--- src/rtl/count_capture_fifo.sv ---
// ---------------------------------------------------------------------------
// count_capture_fifo
//
// Sits downstream of a free-running counter. On each capture strobe the
// current count is snapshotted into a small first-word-fall-through FIFO.
// A valid/ready port drains the FIFO. The block also raises a one-cycle
// pulse whenever the counter wraps from all-ones to zero. A sticky overflow
// flag records any capture that was dropped because the buffer was full.
//
// Ports:
//   clock      - rising-edge clock for all state
//   clear      - asynchronous active-low reset
//   count_in   - counter value being monitored (WIDTH bits)
//   capture    - snapshot count_in this cycle
//   flush      - synchronous: empty the FIFO and clear overflow
//   out_data   - head-of-FIFO snapshot, meaningful while out_valid=1
//   out_valid  - FIFO is non-empty
//   out_ready  - consumer accepts out_data this cycle
//   full       - level == DEPTH
//   empty      - level == 0
//   level      - number of stored entries (ADDR_W+1 bits)
//   overflow   - sticky: a capture was dropped
//   wrap_pulse - one-cycle pulse after the counter wrapped to zero
// ---------------------------------------------------------------------------
module count_capture_fifo #(
    parameter int WIDTH  = 4,
    parameter int DEPTH  = 8,
    parameter int ADDR_W = 3
) (
    input  logic              clock,
    input  logic              clear,
    input  logic [WIDTH-1:0]  count_in,
    input  logic              capture,
    input  logic              flush,
    output logic [WIDTH-1:0]  out_data,
    output logic              out_valid,
    input  logic              out_ready,
    output logic              full,
    output logic              empty,
    output logic [ADDR_W:0]   level,
    output logic              overflow,
    output logic              wrap_pulse
);

    logic [WIDTH-1:0]  mem [DEPTH];
    logic [ADDR_W-1:0] rd_ptr;
    logic [ADDR_W-1:0] wr_ptr;
    logic [ADDR_W:0]   level_q;
    logic [WIDTH-1:0]  prev_count;
    logic              overflow_q;
    logic              wrap_q;
    logic              pop;
    logic              push;

    // Flags come straight from the registered level, so they always agree
    // with one another in every cycle.
    assign level     = level_q;
    assign full      = (level_q == (ADDR_W+1)'(DEPTH));
    assign empty     = (level_q == '0);
    assign out_valid = !empty;
    assign overflow  = overflow_q;
    assign wrap_pulse = wrap_q;

    // First-word-fall-through: the head entry is always visible. The head
    // slot is only rewritten when the FIFO is full and popping at the same
    // time, so out_data holds steady while the consumer stalls.
    assign out_data = mem[rd_ptr];

    // A push into a full FIFO is allowed only when the head is leaving in
    // the same cycle, which frees exactly the slot being written.
    assign pop  = out_valid & out_ready;
    assign push = capture & (!full | pop);

    // Storage array. Cleared on reset so out_data reads zero afterwards.
    // A flush discards any simultaneous capture, so no write occurs then.
    always_ff @(posedge clock or negedge clear) begin
        if (!clear) begin
            for (int i = 0; i < DEPTH; i++) begin
                mem[i] <= '0;
            end
        end else if (push && !flush) begin
            mem[wr_ptr] <= count_in;
        end
    end

    // Pointers and occupancy. Flush takes priority over push and pop.
    // Pointers wrap naturally modulo DEPTH because DEPTH is a power of two.
    always_ff @(posedge clock or negedge clear) begin
        if (!clear) begin
            rd_ptr  <= '0;
            wr_ptr  <= '0;
            level_q <= '0;
        end else if (flush) begin
            rd_ptr  <= '0;
            wr_ptr  <= '0;
            level_q <= '0;
        end else begin
            if (push) begin
                wr_ptr <= wr_ptr + ADDR_W'(1);
            end
            if (pop) begin
                rd_ptr <= rd_ptr + ADDR_W'(1);
            end
            case ({push, pop})
                2'b10:   level_q <= level_q + (ADDR_W+1)'(1);
                2'b01:   level_q <= level_q - (ADDR_W+1)'(1);
                default: level_q <= level_q;
            endcase
        end
    end

    // Sticky overflow: set when a capture finds the buffer full with no
    // pop to make room. A capture during flush is silently dropped.
    always_ff @(posedge clock or negedge clear) begin
        if (!clear) begin
            overflow_q <= 1'b0;
        end else if (flush) begin
            overflow_q <= 1'b0;
        end else if (capture && full && !pop) begin
            overflow_q <= 1'b1;
        end
    end

    // Wrap detection only fires on an all-ones to zero step, so a counter
    // being cleared from some other value does not pulse. prev_count resets
    // to zero, which keeps the first cycle after reset from pulsing.
    always_ff @(posedge clock or negedge clear) begin
        if (!clear) begin
            prev_count <= '0;
            wrap_q     <= 1'b0;
        end else begin
            prev_count <= count_in;
            wrap_q     <= (prev_count == {WIDTH{1'b1}}) && (count_in == '0);
        end
    end

endmodule

--- config.mk ---
export PLATFORM = sky130hd
export DESIGN_NAME = count_capture_fifo
export DESIGN_NICKNAME = d
export VERILOG_FILES = /design/src/rtl/count_capture_fifo.sv
export SDC_FILE = /design/constraint.sdc
export NUM_CORES = 1
export LEC_CHECK = 0
export ABC_CLOCK_PERIOD_IN_PS = 2310
export CORE_ASPECT_RATIO = 1.25
export CORE_MARGIN = 8
export CORE_UTILIZATION = 50
export CTS_CLUSTER_SIZE = 12
export DETAILED_ROUTE_END_ITERATION = 8
export PLACE_DENSITY = 0.71
export SLEW_MARGIN = 20
export SYNTH_ARGS = -nofsm -noshare
export SYNTH_HDL_FRONTEND = slang
export SYNTH_SLANG_ARGS = --single-unit
--- constraint.sdc ---
create_clock -name clock -period 2.31 [get_ports clock]
set_input_delay 0.231 -clock clock [delete_from_list [all_inputs] [get_ports clock]]
set_output_delay 0.231 -clock clock [all_outputs]
set_load 0.01 [all_outputs]
* Word-level counts from Yosys, hierarchy flattened
Cells that the tools add are included.
** Word-level totals
- Register bits :: 48
- Input bits :: 9
- Output and inout port bits :: 13
- Logic and storage cells :: 59
** Cells by class
- Add/sub/neg operators :: 4
- Magnitude comparators :: 3
- Equality and inequality tests :: 4
- Mux-type cells :: 14
- Bitwise logic cells :: 5
- Reduce and logical (&&, ||, !) cells :: 15
** Operators by type and width (count)
- bitwise mux 32 bit :: 1
- two-way mux 4 bit :: 4
- binary-select mux 4 bit (select 3 bit) :: 1
- demux 4 bit (select 3 bit) :: 1
- two-way mux 3 bit :: 4
- equality test 4 bit, second input constant :: 2
- >= comparator 4 bit, second input constant :: 2
- zero test 4 bit :: 2
- NOT 3 -> 4 bit :: 2
- one-hot mux 4 bit (2 select lines) :: 1
- adder 3 x 1 -> 3 bit, second input constant :: 2
- nonzero test 2 bit :: 3
- logical AND 1 bit :: 5
- adder 4 x 1 -> 4 bit, second input constant :: 1
- zero test 1 bit :: 4
- less-than comparator 4 x 1 -> 1 bit, second input constant :: 1
- subtractor 4 x 1 -> 4 bit, second input constant :: 1
- nonzero test 3 bit :: 1
- bitwise AND 1 bit :: 2
- equality test 2 x 1 -> 1 bit, second input constant :: 1
- equality test 2 bit, second input constant :: 1
- two-way mux 1 bit :: 2
- bitwise OR 1 bit :: 1

* Logic depth before layout (Yosys ltp)
- Depth in word-level cells :: 8
- Depth in mapped cells :: 8

* Least setup slack after synthesis
Ideal clock, no wire load.
- Path kind :: register -> register
- Start point :: reg level_q[3] (netlist: level[3])
- End point :: reg level_q[3] (netlist: level[3])
- Setup time :: 0.071 ns
- Data arrival time :: 2.069 ns
- Setup slack :: 0.170 ns
- Cell stages (with the launch flop) :: 8
- Buffers on the path :: 0
- Cells stage by stage :: dfrtp_1 -> o41ai_2 -> nor2_1 -> ha_1 -> a21oi_1 -> nand2_1 -> or3_1 -> nand4_1
** On the way
- Longest elaborated chain between the ends :: 8
- Elaborated cells on any way between the ends :: 14
- Classes of those cells :: add/sub: 2; eq/ne: 3; mux: 2; bitwise: 3; reduce/logical: 4
** Ends and longest elaborated chain
- start, declared :: line 48 : logic [ADDR_W:0] level_q;
- start signal, assigned :: line 105 : 2'b10: level_q <= level_q + (ADDR_W+1)'(1);
- start signal, assigned :: line 106 : 2'b01: level_q <= level_q - (ADDR_W+1)'(1);
- start signal, assigned :: line 107 : default: level_q <= level_q;
- zero test 4 bit :: line 59 : assign empty = (level_q == '0);
- zero test 1 bit :: line 60 : assign out_valid = !empty;
- bitwise AND 1 bit :: line 71 : assign pop = out_valid & out_ready;
- bitwise OR 1 bit :: line 72 : assign push = capture & (!full | pop);
- bitwise AND 1 bit :: line 72
- equality test 2 x 1 -> 1 bit / equality test 2 bit (equally long branches) :: line 104 : case ({push, pop})
- one-hot mux 4 bit (2 select lines) :: line 104
- two-way mux 4 bit :: line 93 : end else if (flush) begin
Parallel ways exist; a longest one is shown, timed or not.
A chain may end at the register's enable or synchronous reset.

* Final worst setup path
- Start point :: reg level_q[2] (netlist: level[2])
- End point :: reg level_q[3] (netlist: level[3])
Same word-level chain as after synthesis.

==> results.json <==
{
  "synth_mux_area_share_pct": 27.1,
  "finalClockSkew_ps": 6.01,
  "layout-drive-gt1-share_pct": 33.8,
  "async_reset_ff_share_pct": 100,
  "postSynthNetCount": 186,
  "final_min_period_over_clock_period_pct": 96.9,
  "min_path_type": "primary input to async pin",
  "die_height_um": 93.3,
  "initial_core_util_pct": 51.3,
  "final_nets": 220,
  "yosysWarningCount": 0,
  "clock_tree_from_tritoncts": "built",
  "slew_margin_rel_pct": 59.8,
  "drv.max_cap_violation_count": 0,
  "grt_pass1_vias": 1731,
  "seq_area_frac_synth_pct": 50.3,
  "num_vias": 1531,
  "max_slew.worst_pin.slew_ps": 602,
  "power.density_cell_area_nw_per_um2": 967,
  "crit_required_ps": 2540,
  "drtAntennaViolNets": 0,
  "cts.clk_slew.worst_paths_ps": 90,
  "global_route_congestion_overflow_total": 0,
  "mappedNetlistArea_um2": 2390,
  "vdd.ir_drop.worst_mv": 0.533,
  "synth_ff_type": "dfrtp_1",
  "cp_top_family": "simple AND/OR/NAND/NOR gates",
  "cp_cell_sequence": "buf_4 -> o41ai_2 -> nor2_1 -> ha_1 -> a21oi_1 -> nand2_1 -> or3_1 -> nand4_1",
  "synthXorXnorAreaFrac_pct": 1.83,
  "layout_setup_ws_ps": 72.5,
  "seq_area_um2": 1200,
  "grt_first_pass_wirelength_mm": 8.36,
  "critPathMaxStageDelay_ps": 430,
  "min_period_ps": 2240,
  "io_pins": 22,
  "core.rowCount": 28,
  "global_route.usage.total_pct": 14.7,
  "multi_input_comb_area_um2": 1140,
  "netlist-cell-type-count": 37,
  "worstPathArrival_ps": 2470,
  "post_synth_fa_ha_maj_area_fraction_pct": 2.93,
  "clock_sink_count": 48,
  "grt_setup_unrepaired": "false",
  "detail_route.wl_per_cell_um": 18.8,
  "clockRootBuffer": "clkbuf_8",
  "initial_antenna_violation_count": 0,
  "cp.buffers_inverters": 1,
  "critPathMaxFanout": 4,
  "route.final.wire_length_mm": 5.01,
  "drt-pass1-iter-count": 4,
  "main_combinational_cell_family_by_area_after_synthesis": "multiplexers",
  "place.gp.congestion": 0.854,
  "area_growth_pct": 18.8,
  "outcome": "finished, final reports clean",
  "synth_compound_area_share_pct": 2.67,
  "hpwl_mm": 3.70,
  "antenna-diode-count": 0,
  "final_design_area_no_fill_um2": 2840,
  "post-place-ws_ps": 120,
  "post_synth_and_or_nand_nor_area_fraction_pct": 13.2,
  "finalSetupTns_ps": 0,
  "dr.first_iter.drc_count": 46,
  "synth.avg_cell_area_um2": 13.9,
  "synth_edf_count": 0,
  "final-hold-violation-count": 0,
  "syn_inst_count": 172,
  "critPathSlowestCell": "dfrtp_2",
  "clock_latency_on_the_worst_skew_pair_ps": 300,
  "detailed_place.area_um2": 2720,
  "yosys_register_bits": 48,
  "fill_cells": 369,
  "finalSetupViolations": 0,
  "timing.setup.critical_path_class": "register to register",
  "die_area_um2": 7260,
  "timing.final.max_slew_violations": 0,
  "drt_drc_violations_left": 0,
  "place.port_buffers": 21,
  "cts_buffers": 5,
  "cts_max_path_buffers": 2,
  "vias_per_cell": 5.73,
  "core-area_um2": 4660,
  "grt_max_degree": 23,
  "p_leak_nw": 1.32,
  "h-tree-depth": 2,
  "final_util_pct": 60.9,
  "die_w_um": 77.8,
  "crit_path_end_kind": "register",
  "timing.fmax_mhz": 447,
  "startpoint_kind_of_the_worst_setup_timing_path": "register"
}
## worst reg2reg max path, stage by stage (launching register included)
cell and delay, ps:
dfrtp_2 430, buf_4 150, o41ai_2 380, nor2_1 160, ha_1 350, a21oi_1 140
nand2_1 110, or3_1 360, nand4_1 100
## layout by cell type (no fill, tap or decap), types with 3 or more instances in the layout
cell type / netlist / final
xnor2_1: 3 / 3
mux2i_1: 4 / 4
ha_1: 4 / 4
buf_4: 0 / 11
dlygate4sd2_1: 0 / 4
clkdlybuf4s50_1: 0 / 14
mux2_2: 30 / 30
mux4_2: 8 / 8
inv_1: 3 / 3
nand3_2: 6 / 6
nor2_1: 13 / 13
mux2_1: 8 / 8
clkbuf_8: 0 / 5
nor2b_1: 5 / 5
dfrtp_1: 48 / 46
nand2b_1: 4 / 4
## path summary, 6_finish.rpt
kind	startpoint	end	slack, ps	cells past startpoint
worst max-delay path	level[2]	level[3]	70	8
worst min-delay path	clear	overflow	300	2
worst max register to register	level[2]	level[3]	70	8
worst min register to register	mem[3]	mem[3]	500	1
max in group asynchronous	clear	level[2]	1460	3
min in group clock	mem[3]	mem[3]	500	1
## flip-flops by register name, indices dropped and copies added, names as in the netlist
name,cells
level,4
rd_ptr,3
wr_ptr,3
overflow,1
mem,32
wrap_pulse,1
prev_count,4
## Yosys cell counts, types with 2 or more instances
| cell | count | share of area (%) |
|---|---|---|
| mux4_2 | 8 | 7.5 |
| xnor2_1 | 3 | 1.1 |
| mux2_2 | 30 | 14 |
| nor4b_1 | 2 | 0.73 |
| mux2i_1 | 4 | 1.7 |
| nand2_1 | 2 | 0.31 |
| mux2_1 | 8 | 3.8 |
| ha_1 | 4 | 2.1 |
| nor2b_1 | 5 | 1.3 |
| inv_1 | 3 | 0.47 |
| clkbuf_1 | 5 | 0.79 |
| xor2_1 | 2 | 0.73 |
| dfrtp_1 | 48 | 50 |
| a31oi_1 | 2 | 0.52 |
| or4_1 | 2 | 0.63 |
| nand4_4 | 2 | 1.8 |
| nand3_2 | 6 | 2.5 |
| nand2b_1 | 4 | 1.0 |
| nand4_1 | 2 | 0.52 |
| nor2_1 | 13 | 2.0 |
## power by group
part           leakage (nW)  switching, mW  total, mW  internal, mW
logic                 0.648          0.463       1.09         0.632
registers             0.629          0.134       1.15          1.02
clock network        0.0414          0.279      0.495         0.216
## logic make-up (layout without fill, tap and decap cells)
group / count (synthesis) / after routing
buffers and inverters: 10 / 45
AO/OA/AOI/OAI: 8 / 8
flip-flops: 48 / 48
XOR/XNOR: 5 / 5
AND/OR/NAND/NOR: 46 / 46
adder cells (fa/ha/maj): 5 / 5
multiplexers: 50 / 50
## routing by layer
metal | vias to the layer above | part of all wire [%] | track usage (%)
li1 | 695 | - | -
met1 | 771 | 39 | 15.3
met2 | 51 | 53 | 26.3
met3 | 14 | 5.7 | 4.22
met4 | 0 | 2.8 | 7.10
met5 | - | 0 | 0
## what timing repair did
action                                  CTS  global route
gates resized for setup                   6             2
endpoints found under the setup margin    5             2
buffers inserted                          2             0
hold endpoints to repair                  6             0
hold buffers                              1             0
pin swaps                                 0             0
## layout make-up
class                           count  area share, %
Timing Repair Buffer               34           11.2
Inverter                            3          0.397
Clock inverter                      2          0.573
Clock buffer                        6           2.56
Sequential cell                    48           42.4
Tap cell                           60           2.65
Multi-Input combinational cell    114           40.2
## stage by stage
step | cells | power [mW] | hold WS, ps
floorplan | 172 | 1.80 | -64.6
global placement | 256 | 2.26 | 83.4
detailed placement | 256 | 2.30 | 98.7
CTS | 267 | 2.79 | 304
global route | 267 | 2.92 | 328
finish | 267 | 2.74 | 301
Note: power is estimated with default switching activity, not from simulation.
